File: config.mk
export PLATFORM = sky130hd
export DESIGN_NAME = totient_engine
export DESIGN_NICKNAME = d
export VERILOG_FILES = /design/src/rtl/totient_engine.sv
export SDC_FILE = /design/constraint.sdc
export NUM_CORES = 1
export LEC_CHECK = 0
export CELL_PAD_IN_SITES_DETAIL_PLACEMENT = 1
export CELL_PAD_IN_SITES_GLOBAL_PLACEMENT = 1
export CORE_ASPECT_RATIO = 0.75
export CORE_MARGIN = 10
export CORE_UTILIZATION = 41
export CTS_CLUSTER_DIAMETER = 200
export CTS_CLUSTER_SIZE = 24
export DETAILED_ROUTE_END_ITERATION = 10
export PLACE_DENSITY_LB_ADDON = 0.1
export SLEW_MARGIN = 20
export SYNTH_ARGS = -nofsm -noshare
export SYNTH_HDL_FRONTEND = slang
export SYNTH_SLANG_ARGS = --single-unit
File: constraint.sdc
create_clock -name i_clk -period 2 [get_ports i_clk]
set_input_delay 0.2 -clock i_clk [delete_from_list [all_inputs] [get_ports i_clk]]
set_output_delay 0.2 -clock i_clk [all_outputs]
set_load 0.05 [all_outputs]
File: src/rtl/totient_engine.sv
`timescale 1ns/1ps
// totient_engine: computes phi(n) by counting k in 1..n whose gcd with n is 1.
// The gcd uses subtractive Euclid, one subtraction per cycle.
module totient_engine #(
    parameter int unsigned N_W = 4
) (
    input  logic           i_clk,
    input  logic           i_rst_n,
    input  logic           i_start,
    input  logic [N_W-1:0] i_n_in,
    output logic           o_busy,
    output logic           o_done,
    output logic [N_W-1:0] o_phi_out
);

    typedef enum logic [2:0] {
        S_IDLE  = 3'd0,
        S_LOAD  = 3'd1,
        S_GCD   = 3'd2,
        S_TALLY = 3'd3,
        S_DONE  = 3'd4
    } state_t;

    state_t         r_state;
    state_t         w_state_nxt;
    logic [N_W-1:0] r_n;
    logic [N_W-1:0] w_n_nxt;
    logic [N_W-1:0] r_k;
    logic [N_W-1:0] w_k_nxt;
    logic [N_W-1:0] r_a;
    logic [N_W-1:0] w_a_nxt;
    logic [N_W-1:0] r_b;
    logic [N_W-1:0] w_b_nxt;
    logic [N_W-1:0] r_cnt;
    logic [N_W-1:0] w_cnt_nxt;
    logic [N_W-1:0] r_phi;
    logic [N_W-1:0] w_phi_nxt;
    logic           r_busy;
    logic           w_busy_nxt;
    logic           r_done;
    logic           w_done_nxt;

    // State and datapath registers
    always_ff @(posedge i_clk or negedge i_rst_n) begin
        if (!i_rst_n) begin
            r_state <= S_IDLE;
            r_n     <= '0;
            r_k     <= '0;
            r_a     <= '0;
            r_b     <= '0;
            r_cnt   <= '0;
            r_phi   <= '0;
            r_busy  <= 1'b0;
            r_done  <= 1'b0;
        end else begin
            r_state <= w_state_nxt;
            r_n     <= w_n_nxt;
            r_k     <= w_k_nxt;
            r_a     <= w_a_nxt;
            r_b     <= w_b_nxt;
            r_cnt   <= w_cnt_nxt;
            r_phi   <= w_phi_nxt;
            r_busy  <= w_busy_nxt;
            r_done  <= w_done_nxt;
        end
    end

    // Next-state and datapath logic
    always_comb begin
        w_state_nxt = r_state;
        w_n_nxt     = r_n;
        w_k_nxt     = r_k;
        w_a_nxt     = r_a;
        w_b_nxt     = r_b;
        w_cnt_nxt   = r_cnt;

        case (r_state)
            S_IDLE: begin
                if (i_start) begin
                    w_n_nxt   = i_n_in;
                    w_k_nxt   = N_W'(1);
                    w_cnt_nxt = '0;
                    if (i_n_in == '0) begin
                        w_cnt_nxt   = N_W'(1);
                        w_state_nxt = S_DONE;
                    end else begin
                        w_state_nxt = S_LOAD;
                    end
                end
            end
            S_LOAD: begin
                w_a_nxt     = r_n;
                w_b_nxt     = r_k;
                w_state_nxt = S_GCD;
            end
            S_GCD: begin
                if (r_a == r_b) begin
                    w_state_nxt = S_TALLY;
                end else if (r_a > r_b) begin
                    w_a_nxt = r_a - r_b;
                end else begin
                    w_b_nxt = r_b - r_a;
                end
            end
            S_TALLY: begin
                if (r_a == N_W'(1)) begin
                    w_cnt_nxt = r_cnt + N_W'(1);
                end
                // k is compared before incrementing so it cannot wrap at n = 2^N_W-1
                if (r_k == r_n) begin
                    w_state_nxt = S_DONE;
                end else begin
                    w_k_nxt     = r_k + N_W'(1);
                    w_state_nxt = S_LOAD;
                end
            end
            S_DONE: begin
                w_state_nxt = S_IDLE;
            end
            default: begin
                w_state_nxt = S_IDLE;
            end
        endcase

        // Outputs are registered from the next state so they line up with the DONE cycle
        w_busy_nxt = (w_state_nxt != S_IDLE);
        w_done_nxt = (w_state_nxt == S_DONE);
        w_phi_nxt  = (w_state_nxt == S_DONE) ? w_cnt_nxt : r_phi;
    end

    assign o_busy    = r_busy;
    assign o_done    = r_done;
    assign o_phi_out = r_phi;

endmodule

# After elaboration in Yosys (flattened, before gate mapping)
# Cells that the tools add are included.
[totals]
elab_cells = 53
out_inout_bits = 6
register_bits = 29
input_bits = 7
[op_classes]
n_mux = 18
magnitude_cmp = 1
addsub = 4
n_reduce_logical = 9
n_eq_ne = 12
[ops]
columns = ["cell", "count"]
rows = [
  ["$mux W4", 8],
  ["$pmux W4 S2", 4],
  ["$mux W3", 4],
  ["$pmux W3 S4", 1],
  ["$ne A2 B2 Y1 const B", 5],
  ["$reduce_and A3 Y1", 3],
  ["$add A4 B1 Y4 const B", 2],
  ["$eq A4 B4 Y1", 2],
  ["$sub A4 B4 Y4", 2],
  ["$eq A3 B2 Y1 const B", 2],
  ["$eq A4 B1 Y1 const B", 1],
  ["$gt A4 B4 Y1", 1],
  ["$logic_not A4 Y1", 1],
  ["$reduce_bool A2 Y1", 2],
  ["$eq A3 B1 Y1 const B", 1],
  ["$eq A3 B3 Y1 const B", 1],
  ["$logic_not A3 Y1", 1],
  ["$reduce_bool A3 Y1", 1],
  ["$reduce_and A2 Y1", 1],
  ["$mux W1", 1],
]

# Depth between registers and ports, before layout
[depth]
depth_word = 5
depth_mapped = 8
depth_no_buf = 8

# Worst setup path after synthesis
# No wires, ideal clock.
[synth_path]
kind = "reg-to-reg"
from = "reg r_a[2]"
to = "reg r_a[1]"
setup_time_ns = 0.125
arrival_time_ns = 1.823
path_buffers = 0
slack_ns = 0.052
synth_period_minus_slack_ns = 1.948
stages_incl_launch_ff = 8
required_time_ns = 1.875
path_cell_list = "dfrtp_1 -> inv_1 -> ha_1 -> nor2b_1 -> o21ai_1 -> nand2b_1 -> a41oi_2 -> mux2_2"
[synth_between]
elab_chain_len = 3
word_cells_on_any_way = 5
classes_between = "order compare: 1; eq/ne: 3; reduce/logical: 1"
[synth_lines]
columns = ["element", "line", "source"]
rows = [
  ["start: declaration", "30", "logic [N_W-1:0] r_a;"],
  ["start signal: assignment", "59", "r_a <= w_a_nxt;"],
  ["$gt A4 B4 Y1 or $eq A4 B4 Y1 (tied branches)", "99, 97", ""],
  ["$ne A2 B2 Y1 (no line)", "-", ""],
  ["$reduce_and A3 Y1 (no line) (*)", "-", ""],
]
# Every way passes the cells marked *; elsewhere a longest branch is shown, timed or not.
# A chain may end at the register's enable or synchronous reset.

# Final worst setup path
[layout_path]
from = "reg r_a[0]"
to = "reg r_a[3]"
[layout_between]
elab_chain_len = 4
word_cells_on_any_way = 9
classes_between = "add/sub: 1; order compare: 1; eq/ne: 3; mux: 3; reduce/logical: 1"
[layout_lines]
columns = ["element", "line", "source"]
rows = [
  ["$sub A4 B4 Y4", "100", "w_a_nxt = r_a - r_b;"],
  ["$mux W4", "99", "end else if (r_a > r_b) begin"],
  ["$mux W4", "97", "if (r_a == r_b) begin"],
  ["$pmux W4 S2", "77", "case (r_state)"],
]
# Parallel ways exist; a longest one is shown, timed or not. The select of a mux whose other input is x is not followed.

==> key figures <==
Yosys
  – Post-synthesis sequential area ratio: 0.451
  – Cells after Synth: 151
  – Syn Std Cell Area: 1610 sq um
  – Number of distinct library cells after synthesis: 38
  – Syn Nets: 169
  – Synth Warn #: 0
  – Post-synthesis mux area share: 0.102
  – Synth Area in Simple Gates: 0.177
  – Syn avg cell area: 10.7 sq um
  – Synth Area in Adders: 0.0949
  – Complex-gate fraction of the synthesized area: 0.107
  – Largest family of logic cells by synthesized area: simple AND/OR/NAND/NOR gates
  – Yosys reg bits: 29
  – XOR/XNOR Fraction of Synth Area: 0.0381

Timing
  – Fmax: 0.512 GHz
  – Fin Setup TNS: 0 ns
  – Final setup violation count: 0
  – Min cycle time layout: 1.95 ns
  – Slew Viols, Final: 0
  – Pin slew with the least headroom to its limit: 0.514 ns
  – Period utilization: 0.976
  – RSZ-0062 raised after global routing: yes
  – Worst Slack Setup Final: 0.0478 ns
  – Final Hold Viols: 0
  – Final Skew: 0.00279 ns
  – Worst relative slew slack: 0.656

CTS
  – Clock latency on the worst-skew pair: 0.27 ns
  – CTS tree: yes
  – H-Tree Depth: 2
  – CTS Buf Count: 5
  – Clk buf depth: 2
  – CTS Root Cell: clkbuf_8
  – Hold_buf cts: 0
  – Clock sink total: 29
  – Clock Pin Slew Worst Setup and Hold Paths: 0.06 ns

Critical path
  – Critical path type: register to register
  – Worst Path Required: 2.15 ns
  – Arrival time worst endpoint: 2.11 ns
  – CP Max Fanout: 3
  – Setup crit start kind: register
  – Worst setup EP type: register

Die
  – Number of placement rows: 19
  – Die width: 92.3 um
  – Initial Util: 0.434
  – Die area: 6860 sq um
  – I/O pin count: 13
  – Core ar.: 3710 sq um
  – Chip height: 74.3 um

Drt
  – DR vias: 1225
  – Pre-antenna DRT Iters: 4
  – Starting DRT DRC Count: 39
  – Final ANT Viol Nets: 0
  – Drt via density: 5.21
  – Drc violations: 0
  – WL/cell: 17.8 um
  – Final wirelength: 4190 um

Pwr
  – Maximum vdd drop: 0.000759 V
  – P_sw: 1.63 mW
  – Power per cell area: 1850 nW/um^2
  – Switching Share: 0.433
  – Overall power: 3.76 mW
  – Part of the power in combinational logic: 0.589
  – Power Internal: 2.13 mW
  – Clock power share: 0.128
  – Sequential share of power: 0.283
  – P_leak: 0.943 nW

Global routing
  – Gr usage total: 0.132
  – Largest net degree at the start of global routing: 30
  – Initial antenna violation count: 0
  – Number of global-route vias before repair: 1411
  – Gr ovfl total: 0
  – First-pass GRT wire length: 7160 um

Place
  – Setup Slack @ Placement: -0.0440 ns
  – HPWL Detailed: 3250 um
  – Port Buffers: 12
  – RePlAce Congestion: 0.822

Finish
  – # diodes: 0
  – Fillers: 438
  – Area growth, synth to finish: 26.3%
  – Final nets: 201
  – Fraction of layout cells with a size suffix above 1: 0.246

Hold path
  – Worst min path class: input pin to asynchronous set/reset pin

Run
  – Max_cap viols: 0

Outcome
  – Status: finished clean
[final cells by class]
type                       count  area (sq um)  share of cell area
sequential                    29           726               0.357
tap                           52          65.1              0.0320
timing repair buffer          28           244               0.120
inverter                       9          33.8              0.0166
clock buffer                   7          86.3              0.0425
multi-input combinational    110           877               0.432
[state kept, by name (all words and copies together), names as in the netlist]
signal and cells:
r_state 3, r_b 4, o_busy 1, r_a 4
o_done 1, r_cnt 4, r_k 4, r_n 4
o_phi_out 4
[cells by family (layout without fill, tap and decap cells)]
kind of cell             Yosys count  after routing
AO/OA/AOI/OAI                     25             25
XOR/XNOR                           7              7
adder cells (fa/ha/maj)           11             11
buffers and inverters             12             44
flip-flops                        29             29
multiplexers                      15             15
AND/OR/NAND/NOR                   52             52
[cell usage in the layout (no fill, tap or decap), drive strengths merged]
cell / netlist / layout
dfrtp: 29 / 29
ha: 9 / 9
o211ai: 3 / 3
o31ai: 2 / 2
or2b: 1 / 1
a21oi: 7 / 7
or4: 1 / 1
o22ai: 1 / 1
nor2: 5 / 5
mux2i: 7 / 7
mux2: 8 / 8
nor3: 1 / 1
nand4: 3 / 3
or3: 1 / 1
clkbuf: 1 / 7
nand2: 25 / 25
fa: 2 / 2
o21ai: 10 / 10
a41oi: 1 / 1
o221ai: 1 / 1
clkdlybuf4s50: 0 / 12
nand3b: 2 / 2
nor4b: 1 / 1
xnor2: 6 / 6
inv: 9 / 9
xor2: 1 / 1
nor2b: 2 / 2
buf: 2 / 16
nand2b: 4 / 4
nor4: 2 / 2
nand3: 4 / 4
[Yosys cell counts]
master    count  area share
o21ai_2       1      0.0054
dfrtp_1      29        0.45
ha_1          9       0.070
nor4_1        1      0.0039
or2b_1        1      0.0047
nand2_1      25       0.058
mux2_4        1      0.0093
o21ai_1       1      0.0031
a41oi_2       1       0.010
nand4_1       3       0.012
o22ai_2       1      0.0078
o211ai_1      2      0.0093
nor4_2        1      0.0078
mux2_2        7       0.049
nor3_1        1      0.0031
or3_1         1      0.0039
inv_1         9       0.021
xnor2_1       6       0.033
xor2_1        1      0.0054
a21oi_1       6       0.019
nand3_2       1      0.0062
a21oi_2       1      0.0054
o31ai_1       2      0.0093
mux2i_1       7       0.044
nand3b_4      1       0.012
nor2b_1       2      0.0078
nand3_1       3      0.0093
clkbuf_1      1      0.0023
o21ai_0       8       0.025
nand2b_1      4       0.016
o211ai_2      1      0.0078
buf_2         2      0.0062
fa_1          2       0.025
nor2_1        5       0.012
nor4b_2       1      0.0093
o221ai_1      1      0.0054
nand3b_1      1      0.0047
or4_4         1      0.0070
[per-stage QoR]
step,std cells,cell area [sq um],hold WS (ns),utilization
2_1_floorplan,151,1610,-0.0956,-
3_3_place_gp,224,1870,0.453,0.504
3_5_place_dp,224,1870,0.469,0.504
4_1_cts,231,1960,0.338,0.529
5_1_grt,235,2030,0.354,0.548
6_report,235,2030,0.318,0.548
[worst paths after layout]
path | start | to | slack [ns] | depth (start not counted)
setup / recovery | r_a[0] | r_a[3] | 0.05 | 8
hold / removal | i_rst_n | r_b[1] | 0.32 | 2
setup reg to reg | r_a[0] | r_a[3] | 0.05 | 8
hold reg to reg | r_cnt[3] | r_cnt[3] | 0.50 | 1
max in group asynchronous | i_rst_n | r_k[3] | 1.40 | 2
min in group i_clk | i_n_in[2] | r_n[2] | 0.49 | 3
[critical path: stages (launching register included)]
cell and delay, ns:
dfrtp_1 0.37, inv_2 0.06, ha_4 0.17, fa_2 0.39, nor2b_2 0.14, o21ai_1 0.07
nand2b_1 0.11, a41oi_2 0.18, mux2_4 0.34
[metal layers]
layer	part of all wire	GRT usage	vias to the layer above	wire, um
met5	0	0	-	0
met4	0.0062	0.0427	0	26
met3	0.038	0.0432	4	160
met2	0.50	0.220	13	2070
met1	0.46	0.159	621	1930
li1	-	-	587	-
[power by group through the flow]
stage | registers [mW] | logic, mW | clock network, mW
floorplan | 1.20 | 1.16 | 0
global placement | 1.05 | 1.87 | 0
detailed placement | 1.06 | 1.98 | 0
CTS | 1.06 | 2.01 | 0.490
global route | 1.10 | 2.44 | 0.526
finish | 1.06 | 2.22 | 0.480
[timing repair]
action,CTS,global route
gates resized for setup,2,7
endpoints found under the setup margin,6,6
pin swaps,0,4
buffers inserted,0,4
Power figures use the tool's default switching activity.
